**src/rtl/seven_seg_pkg.sv**
```systemverilog
// Shared constants and the code-to-segment mapping for the 7-segment display
// driver. Segment vectors are active-high internally, bit0=a ... bit6=g.
package seven_seg_pkg;

  localparam int BCD_W = 4;

  localparam logic [6:0] SEG_BLANK = 7'b0000000;
  localparam logic [6:0] SEG_DASH  = 7'b1000000;
  localparam logic [6:0] SEG_E     = 7'b1111001;

  // Map a 4-bit code to its segment pattern; codes 10..15 show a dash.
  function automatic logic [6:0] bcd_to_seg(input logic [BCD_W-1:0] code);
    logic [6:0] seg;
    case (code)
      4'd0:    seg = 7'b0111111;
      4'd1:    seg = 7'b0000110;
      4'd2:    seg = 7'b1011011;
      4'd3:    seg = 7'b1001111;
      4'd4:    seg = 7'b1100110;
      4'd5:    seg = 7'b1101101;
      4'd6:    seg = 7'b1111101;
      4'd7:    seg = 7'b0000111;
      4'd8:    seg = 7'b1111111;
      4'd9:    seg = 7'b1101111;
      default: seg = SEG_DASH;
    endcase
    return seg;
  endfunction

endpackage

```
**src/rtl/seven_seg_scanner_decode.sv**
```systemverilog
// Combinational BCD-to-segment decoder. Error and blanking are resolved by
// the parent; this block only knows digits and the dash for codes 10..15.
module bcd_seg_decode
  import seven_seg_pkg::*;
(
  input  logic [BCD_W-1:0] code,
  output logic [6:0]       seg
);

  assign seg = bcd_to_seg(code);

endmodule

```
**src/rtl/seven_seg_scanner.sv**
```systemverilog
// Time-multiplexed N-digit 7-segment driver with frame-synchronous loading,
// leading-zero blanking, blink and an error display mode. All pin outputs
// are registered so anode and segments change together (no ghosting).
module seven_seg_scanner
  import seven_seg_pkg::*;
#(
  parameter int NUM_DIGITS     = 4,
  parameter int CLK_DIV        = 50000,
  parameter int BLINK_FRAMES   = 64,
  parameter int SEG_ACTIVE_LOW = 0,
  parameter int AN_ACTIVE_LOW  = 1
) (
  input  logic                        clk,
  input  logic                        rst_n,
  input  logic [BCD_W*NUM_DIGITS-1:0] digits_i,
  input  logic [NUM_DIGITS-1:0]       dp_i,
  input  logic                        load_i,
  input  logic                        err_i,
  input  logic                        blank_lz_i,
  input  logic                        blink_i,
  output logic [6:0]                  seg_o,
  output logic                        dp_o,
  output logic [NUM_DIGITS-1:0]       an_o,
  output logic                        frame_o
);

  localparam int CNT_W = $clog2(CLK_DIV);
  localparam int IDX_W = $clog2(NUM_DIGITS);
  localparam int FC_W  = (BLINK_FRAMES > 1) ? $clog2(BLINK_FRAMES) : 1;

  localparam logic [CNT_W-1:0] CNT_MAX  = CNT_W'(CLK_DIV - 1);
  localparam logic [IDX_W-1:0] IDX_LAST = IDX_W'(NUM_DIGITS - 1);
  localparam logic [FC_W-1:0]  FC_MAX   = FC_W'(BLINK_FRAMES - 1);

  // Pin-level "off" values; XOR with these applies the polarity.
  localparam logic [6:0]            SEG_OFF = (SEG_ACTIVE_LOW != 0) ? 7'h7f : 7'h00;
  localparam logic                  DP_OFF  = (SEG_ACTIVE_LOW != 0);
  localparam logic [NUM_DIGITS-1:0] AN_OFF  = (AN_ACTIVE_LOW != 0) ?
                                              {NUM_DIGITS{1'b1}} : {NUM_DIGITS{1'b0}};

  logic [CNT_W-1:0]                cnt;
  logic [IDX_W-1:0]                idx;
  logic [FC_W-1:0]                 fcnt;
  logic                            phase;
  logic [BCD_W*NUM_DIGITS-1:0]     shadow_dig, pend_dig;
  logic [NUM_DIGITS-1:0]           shadow_dp, pend_dp;
  logic                            pending;
  logic                            tick, wrap;

  logic [NUM_DIGITS-1:0]           lz_mask;
  logic                            zero_run;
  logic [BCD_W-1:0]                cur_code;
  logic [6:0]                      dec_seg;
  logic [6:0]                      seg_n;
  logic                            dp_n;
  logic [NUM_DIGITS-1:0]           an_n;

  assign tick = (cnt == CNT_MAX);
  assign wrap = tick && (idx == IDX_LAST);

  // Prescaler, digit index and the frame pulse (high while idx is freshly 0).
  // NOTE: sequential state uses non-blocking assignments so every flop
  // samples pre-edge values, independent of statement order.
  always_ff @(posedge clk or negedge rst_n) begin
    if (!rst_n) begin
      cnt     <= '0;
      idx     <= '0;
      frame_o <= 1'b0;
    end else begin
      cnt     <= tick ? '0 : cnt + 1'b1;
      frame_o <= wrap;
      if (tick) idx <= (idx == IDX_LAST) ? '0 : idx + 1'b1;
    end
  end

  // Pending/shadow pair: shadow only changes on the wrap so a frame never tears.
  // NOTE: these are plain registers, not a memory array, so they are reset
  // to give a defined all-zero display straight out of reset.
  always_ff @(posedge clk or negedge rst_n) begin
    if (!rst_n) begin
      pend_dig   <= '0;
      pend_dp    <= '0;
      pending    <= 1'b0;
      shadow_dig <= '0;
      shadow_dp  <= '0;
    end else begin
      if (load_i) begin
        pend_dig <= digits_i;
        pend_dp  <= dp_i;
      end
      if (wrap) begin
        if (pending) begin
          shadow_dig <= pend_dig;
          shadow_dp  <= pend_dp;
        end
        pending <= load_i;
      end else if (load_i) begin
        pending <= 1'b1;
      end
    end
  end

  // Blink frame counter and phase; free-running regardless of blink_i.
  always_ff @(posedge clk or negedge rst_n) begin
    if (!rst_n) begin
      fcnt  <= '0;
      phase <= 1'b0;
    end else if (wrap) begin
      if (fcnt == FC_MAX) begin
        fcnt  <= '0;
        phase <= ~phase;
      end else begin
        fcnt <= fcnt + 1'b1;
      end
    end
  end

  // Leading-zero mask: bit k set when shadow digits NUM_DIGITS-1..k are all 0.
  // NOTE: every variable gets a default before any conditional logic so the
  // combinational blocks cannot infer latches.
  always_comb begin
    lz_mask  = '0;
    zero_run = 1'b1;
    for (int k = NUM_DIGITS - 1; k >= 1; k--) begin
      zero_run   = zero_run && (shadow_dig[k*BCD_W +: BCD_W] == '0);
      lz_mask[k] = zero_run;
    end
  end

  assign cur_code = shadow_dig[idx*BCD_W +: BCD_W];

  bcd_seg_decode u_decode (
    .code (cur_code),
    .seg  (dec_seg)
  );

  // Next pin values for the active digit: error beats blanking, blink gates anodes.
  always_comb begin
    seg_n       = dec_seg;
    dp_n        = shadow_dp[idx];
    an_n        = '0;
    an_n[idx]   = 1'b1;
    if (err_i) begin
      seg_n = SEG_E;
      dp_n  = 1'b0;
    end else if (blank_lz_i && lz_mask[idx]) begin
      seg_n = SEG_BLANK;
      dp_n  = 1'b0;
    end
    if (blink_i && phase) an_n = '0;
  end

  // Output register with polarity applied; anode and segments move together.
  always_ff @(posedge clk or negedge rst_n) begin
    if (!rst_n) begin
      seg_o <= SEG_OFF;
      dp_o  <= DP_OFF;
      an_o  <= AN_OFF;
    end else begin
      seg_o <= seg_n ^ SEG_OFF;
      dp_o  <= dp_n ^ DP_OFF;
      an_o  <= an_n ^ AN_OFF;
    end
  end

endmodule

```
**config.mk**
```make
export PLATFORM = sky130hd
export DESIGN_NAME = seven_seg_scanner
export DESIGN_NICKNAME = d
export VERILOG_FILES = /design/src/rtl/seven_seg_pkg.sv /design/src/rtl/seven_seg_scanner_decode.sv /design/src/rtl/seven_seg_scanner.sv
export SDC_FILE = /design/constraint.sdc
export NUM_CORES = 1
export LEC_CHECK = 0
export BUFFER_PORTS_ARGS = -buffer_cell sky130_fd_sc_hd__clkbuf_2
export CAP_MARGIN = 20
export CORE_MARGIN = 2
export CORE_UTILIZATION = 45
export CTS_BUF_LIST = sky130_fd_sc_hd__clkbuf_4 sky130_fd_sc_hd__clkbuf_8
export DETAILED_ROUTE_END_ITERATION = 10
export PLACE_DENSITY = 0.68
export SLEW_MARGIN = 20
export SYNTH_ARGS = -nofsm -noshare
export SYNTH_HDL_FRONTEND = slang
export SYNTH_SLANG_ARGS = --single-unit
```
**constraint.sdc**
```tcl
create_clock -name clk -period 3.9 [get_ports clk]
set_clock_uncertainty 0.05 [all_clocks]
set_input_delay 0.195 -clock clk [delete_from_list [all_inputs] [get_ports clk]]
set_output_delay 0.195 -clock clk [all_outputs]
set_load 0.02 [all_outputs]
```
Word level (Yosys, flattened, before mapping)
Memory sizes are Yosys's and may differ from the RTL's.
Cells that the tools add are included.

word-level totals
  flip-flop bits (word level) = 79
  bits in read-only memories = 112
  input port bits = 26
  output and inout bits = 13
  memories = 1

operators by class
  $add $sub $neg = 3
  $lt $le $gt $ge = 2
  equal/unequal tests = 3
  shifts and indexed selects = 1
  muxes and demuxes = 16
  bitwise gates (word level) = 2
  reduce and logical (&&, ||, !) cells = 12

memories
  name             words  bits a word  read ports  clocked after Yosys merged registers in  wr ports  RTL line             RTL
  (no name shown)  16     7            1           0                                        0         seven_seg_pkg.sv:14  case (code)

operators by type and width
  kind                     number
  $add A16 B1 Y16 const B  1
  $eq A16 B16 Y1 const B   1
  $mux W16                 1
  $shiftx A16 B5 Y4        1
  $mux W7                  2
  $logic_not A4 Y1         3
  $mux W1                  7
  $add A6 B1 Y6 const B    1
  $eq A6 B6 Y1 const B     1
  $logic_and A1 B1 Y1      6
  $mux W6                  1
  $bmux W1 S2              2
  $mux W4                  1
  $not A4 Y4               1
  $reduce_and A2 Y1        2
  $lt A2 B3 Y1 const B     1
  $add A2 B1 Y2 const B    1
  $demux W1 S2             1
  $eq A2 B2 Y1 const B     1
  $ge A2 B1 Y1 const B     1
  $mux W2                  1
  $reduce_bool A2 Y1       1
  $not A1 Y1               1

Longest topological paths before layout
Gate-level depths: netlist of run 1.

  depth after elaboration = 8
  mapped depth = 8
  depth with buffers taken out = 7

Cells and area by module
From an unflattened synthesis of run 1, not the netlist that was laid out.

unflattened totals
  cell total of the unflattened synthesis = 269
  area total of the unflattened synthesis = 3646.0 um^2

by module, submodules not included
  module             instances  cells each  area an instance (um^2)
  seven_seg_scanner  1          240         3413.3
  bcd_seg_decode     1          29          232.7

Least setup slack after synthesis of run 1
No wires, ideal clock.

  path kind = reg2reg
  from = register cnt[11]
  to = register shadow_dig[0]
  setup time = 125 ps
  data arrival time = 2171 ps
  slack = 1554 ps
  stages on the path, launching flop included = 8
  clock period less this slack = 2346 ps
  cell sequence = dfrtp_1 -> or4b_4 -> or4_4 -> buf_6 -> clkinv_4 -> nand2_2 -> buf_6 -> mux2_4

on the way
  longest elaborated chain between the ends = 3

RTL lines
  what                                RTL line                 RTL
  from (decl)                         seven_seg_scanner.sv:41  logic [CNT_W-1:0] cnt;
  from (signal assigned)              seven_seg_scanner.sv:70  cnt <= tick ? '0 : cnt + 1'b1;
  $eq A16 B16 Y1                      seven_seg_scanner.sv:58  assign tick = (cnt == CNT_MAX);
  $logic_and A1 B1 Y1                 seven_seg_scanner.sv:59  assign wrap = tick && (idx == IDX_LAST);
  net wrap                            seven_seg_scanner.sv:48  logic tick, wrap;
  $reduce_and A2 Y1 (no source line)  n/a
  to (signal assigned)                seven_seg_scanner.sv:93  shadow_dig <= pend_dig;
  to (decl)                           seven_seg_scanner.sv:45  logic [BCD_W*NUM_DIGITS-1:0] shadow_dig, pend_dig;

The timed path passes the listed nets, and every way through them passes these cells.
A chain may end at the register's enable or synchronous reset.

Worst setup path in the final report of run 1
  from = register cnt[11]
  to = register shadow_dig[9]

Same word-level chain as after synthesis.

==> results.cfg, run 1 <==
[outcome]
status = completed

[layout]
nets = 357
final_common_cell = dfrtp_1
syn2layout_area_growth_pct = 16.22
layout_common_cells = dfrtp_1 (75), clkbuf_2 (37), mux2_4 (20), mux2_2 (20), nand2_1 (18)
diodes = 0
multi_input_area_mm2 = 0.001476
post_route_cells_drive_above_1_share = 0.3446
register_area_mm2 = 0.001982
n_fill_cell = 669
fin_cells = 427

[floorplanning]
core-area_mm2 = 0.007687
die_h_um = 92.91
fp.dieW_um = 92.91
rows = 32
ios = 39
start_util = 0.4627
dieArea_mm2 = 0.008632

[clock_tree]
cts_root_buffer = clkbuf_8
path_clk_slew_ns = 0.08
insertion_delay_ns = 0.35
cts_buffer_depth = 2
cts.sinks = 79
postCtsSetupRepairBufs = 0
ctsHtreeMaxLevel = 3
cts_tree = yes
cts_inserted_buffers = 9

[power_and_ir_drop]
p_seq_frac = 0.501
leakage_nw = 1.940
swShare = 0.1953
p_switching_mw = 0.3321
powerDensity_mw_per_mm2 = 411.5
ir_drop_mv = 0.2295
pwr-share-comb = 0.037
pwr-share-clk = 0.462
p_int_mw = 1.369

[setup_path]
critPathMaxFanout = 20
critPathBufInv = 1
critPathLaunchType = register
required_ns = 4.08
path_delay_family = simple AND/OR/NAND/NOR gates
criticalPathCategory = register to register
cp-end-kind = register
path_cells = or4b_4 > or4_4 > clkinv_4 > nand2_2 > mux2_4
cpMaxStageDelayCell = or4_4
critical_path_arrival_ns = 2.91
cp_slowest_stage_delay_ns = 0.61

[timing]
fin_crit_sh = 0.6980
tightestPinTransition_ns = 0.9605
finalCriticalPeriod_ns = 2.722
slew_headroom = 0.3597
hold_violations = 0
rsz0062_at_grt = false
drv_slew = 0
max_clock_freq_mhz = 367.4
tns_ns = 0
setup_viol = 0

[synthesis]
ys_async_sr_fraction = 1.000
synth_seq_cells = 79
ys_types = 36
synth_top_family_by_area = multiplexers
syn_avg_cell_area_um2 = 12.98
synth_flop_cell = dfrtp_1
ys_seq_area_frac = 0.5572
synth.cell_area_mm2 = 0.003557
synth_cells = 274
synth_edf_count = 0
synth_xor_area_frac = 0.03693
synth_compound_area_frac = 0.04221
synthSimpleGateAreaFrac = 0.1178
ys_warn_count = 0
syn-num-nets = 311
synthAdderAreaFrac = 0.03869
muxShareOfSynthArea = 0.1794

[routing]
ant_nets = 0
vias = 2155
wire_per_inst_um = 13.95
drc_errors = 0
via_per_inst = 5.047
finalWirelength_um = 5956
firstDrtPassIters = 4
drt_first_iter_violations = 65

[global_route]
grt_antenna_before_repair = 0
grt_use_total = 0.1579
grt_max_degree = 80
grt_pass1_vias = 2083
grt_pass1_wl_um = 10370
grt_overflow = 0

[flow_run]
max-cap-violations = 0

[placement]
gp_congestion = 0.7830
port_buffers = 38
dpl.cell_count = 408
dp_hpwl_um = 4089

[min_path]
hold_path.class = primary input to register
-- metrics by stage --
step           hold WS (ns)  area [um2]  setup slack, ns    util  power, mW
4_1_cts           0.0003116        4124            1.188  0.5365      1.724
2_1_floorplan       -0.1506        3557            1.554       -     0.8941
6_report            0.01903        4134            1.178  0.5378      1.701
5_1_grt           0.0004022        4134            1.089  0.5378      1.768
3_3_place_gp         0.3557        3840            1.248  0.4995     0.9299
3_5_place_dp         0.3650        3840            1.195  0.4995     0.9327
-- worst register-to-register path, stage by stage, from the launching register on --
cell and delay [ns]:
dfrtp_1 0.45, or4b_4 0.58, or4_4 0.61, clkinv_4 0.10, nand2_2 0.38, mux2_4 0.45
-- flip-flops by register name, indices dropped and copies added, names as in the netlist --
| name | cells |
|---|---|
| an_o | 4 |
| seg_o | 7 |
| pend_dig | 16 |
| pending | 1 |
| pend_dp | 4 |
| idx | 2 |
| shadow_dp | 4 |
| shadow_dig | 16 |
| cnt | 16 |
| frame_o | 1 |
| dp_o | 1 |
| fcnt | 6 |
| phase | 1 |
-- cell type report --
cell class,count,share of cell area
Clock inverter,6,0.03208
Sequential cell,79,0.4794
Multi-Input combinational cell,176,0.3571
Tap cell,102,0.03087
Timing Repair Buffer,43,0.05751
Inverter,11,0.01120
Clock buffer,10,0.03178
-- layer usage --
layer	vias to the layer above	wire length (um)	part of all wire	track usage
met5	-	0	0	0
li1	1049	-	-	-
met4	0	121	0.020	0.08824
met3	10	167	0.028	0.03499
met2	29	2836	0.48	0.2295
met1	1067	2830	0.48	0.2191
-- power groups by stage --
stage | Clock, mW | Combinational [mW] | Sequential [mW]
CTS | 0.806 | 0.0646 | 0.854
finish | 0.785 | 0.0630 | 0.853
global route | 0.841 | 0.0711 | 0.856
detailed placement | 0 | 0.0630 | 0.870
global placement | 0 | 0.0608 | 0.869
floorplan | 0 | 0.0271 | 0.867
-- kinds of logic (layout without fill, tap and decap cells) --
group	Yosys count	count (layout)
adder cells (fa/ha/maj)	11	11
XOR/XNOR	15	15
buffers and inverters	19	70
multiplexers	45	45
AND/OR/NAND/NOR	80	80
AO/OA/AOI/OAI	25	25
flip-flops	79	79
-- cells in the mapped netlist (6+ instances only) --
| master | n | share of area |
|---|---|---|
| dfrtp_1 | 75 | 0.53 |
| nand2_1 | 18 | 0.019 |
| ha_1 | 11 | 0.039 |
| inv_1 | 10 | 0.011 |
| mux2_4 | 20 | 0.084 |
| nand4_1 | 6 | 0.011 |
| a21oi_1 | 6 | 0.0084 |
| nor2_1 | 17 | 0.018 |
| mux2_2 | 20 | 0.063 |
| xnor2_1 | 8 | 0.020 |
| nand3_1 | 9 | 0.013 |
| o21ai_0 | 10 | 0.014 |
| xor2_1 | 7 | 0.017 |
| nor3_1 | 7 | 0.0098 |
-- repair_timing --
item                                   CTS  global route
hold buffers                             2             1
resized for setup                        0             0
endpoints found under the hold margin   76             1
-- path summary, 6_finish.rpt --
check | startpoint | endpoint | slack [ns] | depth (start not counted)
setup / recovery | cnt[11] | shadow_dig[9] | 1.18 | 5
hold / removal | digits_i[0] | pend_dig[0] | 0.02 | 2
setup reg to reg | cnt[11] | shadow_dig[9] | 1.18 | 5
hold reg to reg | phase | phase | 0.42 | 1
max in group asynchronous | rst_n | seg_o[3] | 2.69 | 2
min in group asynchronous | rst_n | shadow_dig[0] | 0.50 | 2
(Power assumes the default switching activity.)
==> inputs of run 2 (changes only) <==
--- a/config.mk
+++ b/config.mk
@@ -11,7 +11,7 @@
 export CORE_UTILIZATION = 45
 export CTS_BUF_LIST = sky130_fd_sc_hd__clkbuf_4 sky130_fd_sc_hd__clkbuf_8
 export DETAILED_ROUTE_END_ITERATION = 10
-export PLACE_DENSITY = 0.68
+export PLACE_DENSITY = 0.7
 export SLEW_MARGIN = 20
 export SYNTH_ARGS = -nofsm -noshare
 export SYNTH_HDL_FRONTEND = slang
==> constraint.sdc (replaced) <==
create_clock -name clk -period 2.3 [get_ports clk]
set_clock_uncertainty 0.05 [all_clocks]
set_input_delay 0.115 -clock clk [delete_from_list [all_inputs] [get_ports clk]]
set_output_delay 0.115 -clock clk [all_outputs]
set_load 0.02 [all_outputs]
==> results.cfg, run 2 (same netlist as run 1, synthesis figures left out) <==
[setup_path]
cp-end-kind = register
cpMaxStageDelayCell = or4_4
required_ns = 2.49
criticalPathCategory = register to register
critical_path_arrival_ns = 2.42
path_delay_family = simple AND/OR/NAND/NOR gates
critPathBufInv = 1
critPathLaunchType = register
cp_slowest_stage_delay_ns = 0.58
critPathMaxFanout = 10
path_cells = or4b_4 > or4_4 > clkinv_4 > nand2_8 > mux2_4

[routing]
wire_per_inst_um = 13.88
via_per_inst = 5.022
finalWirelength_um = 6371
drc_errors = 0
vias = 2305
firstDrtPassIters = 4
drt_first_iter_violations = 125
ant_nets = 0

[global_route]
grt_pass1_vias = 2284
grt_overflow = 0
grt_use_total = 0.1629
grt_pass1_wl_um = 10890
grt_max_degree = 80
grt_antenna_before_repair = 0

[layout]
syn2layout_area_growth_pct = 23.92
diodes = 0
layout_common_cells = dfrtp_1 (75), clkbuf_2 (37), dlygate4sd3_1 (23), mux2_4 (20), mux2_2 (20)
nets = 390
fin_area_mm2 = 0.004408
largestRegisters = cnt (16), pend_dig (16), shadow_dig (16)
post_route_cells_drive_above_1_share = 0.3473
final_common_cell = dfrtp_1
fin_cells = 459
n_fill_cell = 652

[power_and_ir_drop]
ir_drop_mv = 0.3254
powerDensity_mw_per_mm2 = 607.8
power.total_mw = 2.679
leakage_nw = 2.069

[timing]
tightestPinTransition_ns = 0.9581
rsz0062_at_grt = false
tns_ns = 0
finalCriticalPeriod_ns = 2.228
drv_slew = 0
fin_crit_sh = 0.9686
slew_headroom = 0.3612
setup_viol = 0
max_clock_freq_mhz = 448.9
hold-worst-slack_ns = 0.1682
hold_violations = 0

[min_path]
hold_path.class = primary input to register

[outcome]
status = completed

[floorplanning]
dieArea_mm2 = 0.008632
fp.dieW_um = 92.91
start_util = 0.4627
die_h_um = 92.91
core-area_mm2 = 0.007687
ios = 39
rows = 32

[placement]
place_area_mm2 = 0.003935
dpl.cell_count = 420
port_buffers = 38
gp_congestion = 0.7724
dp_hpwl_um = 4123

[clock_tree]
cts_tree = yes
cts.sinks = 79
path_clk_slew_ns = 0.08
insertion_delay_ns = 0.35
postCtsSetupRepairBufs = 0
ctsHtreeMaxLevel = 3
cts_root_buffer = clkbuf_8
cts_inserted_buffers = 9
cts_buffer_depth = 2

[flow_run]
max-cap-violations = 0
## run 2: changes by cell type in the layout (fill, tap and decap cells not counted)
cell	delta
o21ai_0	-1
buf_6	+1
dlygate4sd3_1	+20
bufinv_16	-2
nand2_8	+2
clkbuf_4	-1
nand2_2	-1
buf_4	+11
clkinv_2	+1
clkinv_4	+1
o21ai_1	+1
## run 2: worst reg2reg max path: stages (launching register included)
cell,delay [ns]
dfrtp_1,0.38
or4b_4,0.55
or4_4,0.58
clkinv_4,0.12
nand2_8,0.11
mux2_4,0.34
## run 2: stage by stage
stage / util / worst slack (ns)
2_1_floorplan: - / -0.03373
3_3_place_gp: 0.5119 / 0.02006
3_5_place_dp: 0.5119 / -0.01642
4_1_cts: 0.5703 / 0.06568
5_1_grt: 0.5734 / 0.01214
6_report: 0.5734 / 0.07212
## run 2: repair_timing
item | in CTS | in global routing
hold buffers | 23 | 0
resized for setup | 1 | 3
pin swaps | 0 | 3
hold endpoints to repair | 104 | 0
endpoints found under the setup margin | 20 | 1
gates cloned | 0 | 1
## run 2: worst paths after layout
kind / start / endpoint / cells past startpoint / slack (ns)
max in group asynchronous: rst_n / shadow_dig[5] / 2 / 1.18
min reg2reg: phase / phase / 1 / 0.43
min in group asynchronous: rst_n / cnt[8] / 2 / 0.41
max: cnt[5] / shadow_dp[3] / 5 / 0.07
max reg2reg: cnt[5] / shadow_dp[3] / 5 / 0.07
min: blank_lz_i / seg_o[4] / 4 / 0.17
## run 2: area by class of cell
cell class / instances / area (um2) / share of cell area
timing repair buffer: 75 / 531.8 / 0.1206
tap: 102 / 127.6 / 0.02895
inverter: 11 / 46.29 / 0.01050
clock buffer: 9 / 123.9 / 0.02810
sequential: 79 / 1982 / 0.4496
clock inverter: 6 / 86.33 / 0.01959
multi-input combinational: 177 / 1510 / 0.3426
## run 2: metal layers
metal  vias to the layer above  share of wire  wire length, um  GRT usage
li1                       1121              -                -          -
met1                      1132           0.48             3046     0.2214
met3                         2          0.045              287    0.05126
met5                         -              0                0          0
met2                        50           0.47             2996     0.2440
met4                         0         0.0064               41    0.06373
## run 2: power by group
| part | total [mW] | switching (mW) | internal (mW) |
|---|---|---|---|
| Sequential | 1.45 | 0.0201 | 1.43 |
| Combinational | 0.133 | 0.0568 | 0.0760 |
| Clock | 1.10 | 0.498 | 0.603 |
| Total | 2.68 | 0.574 | 2.10 |
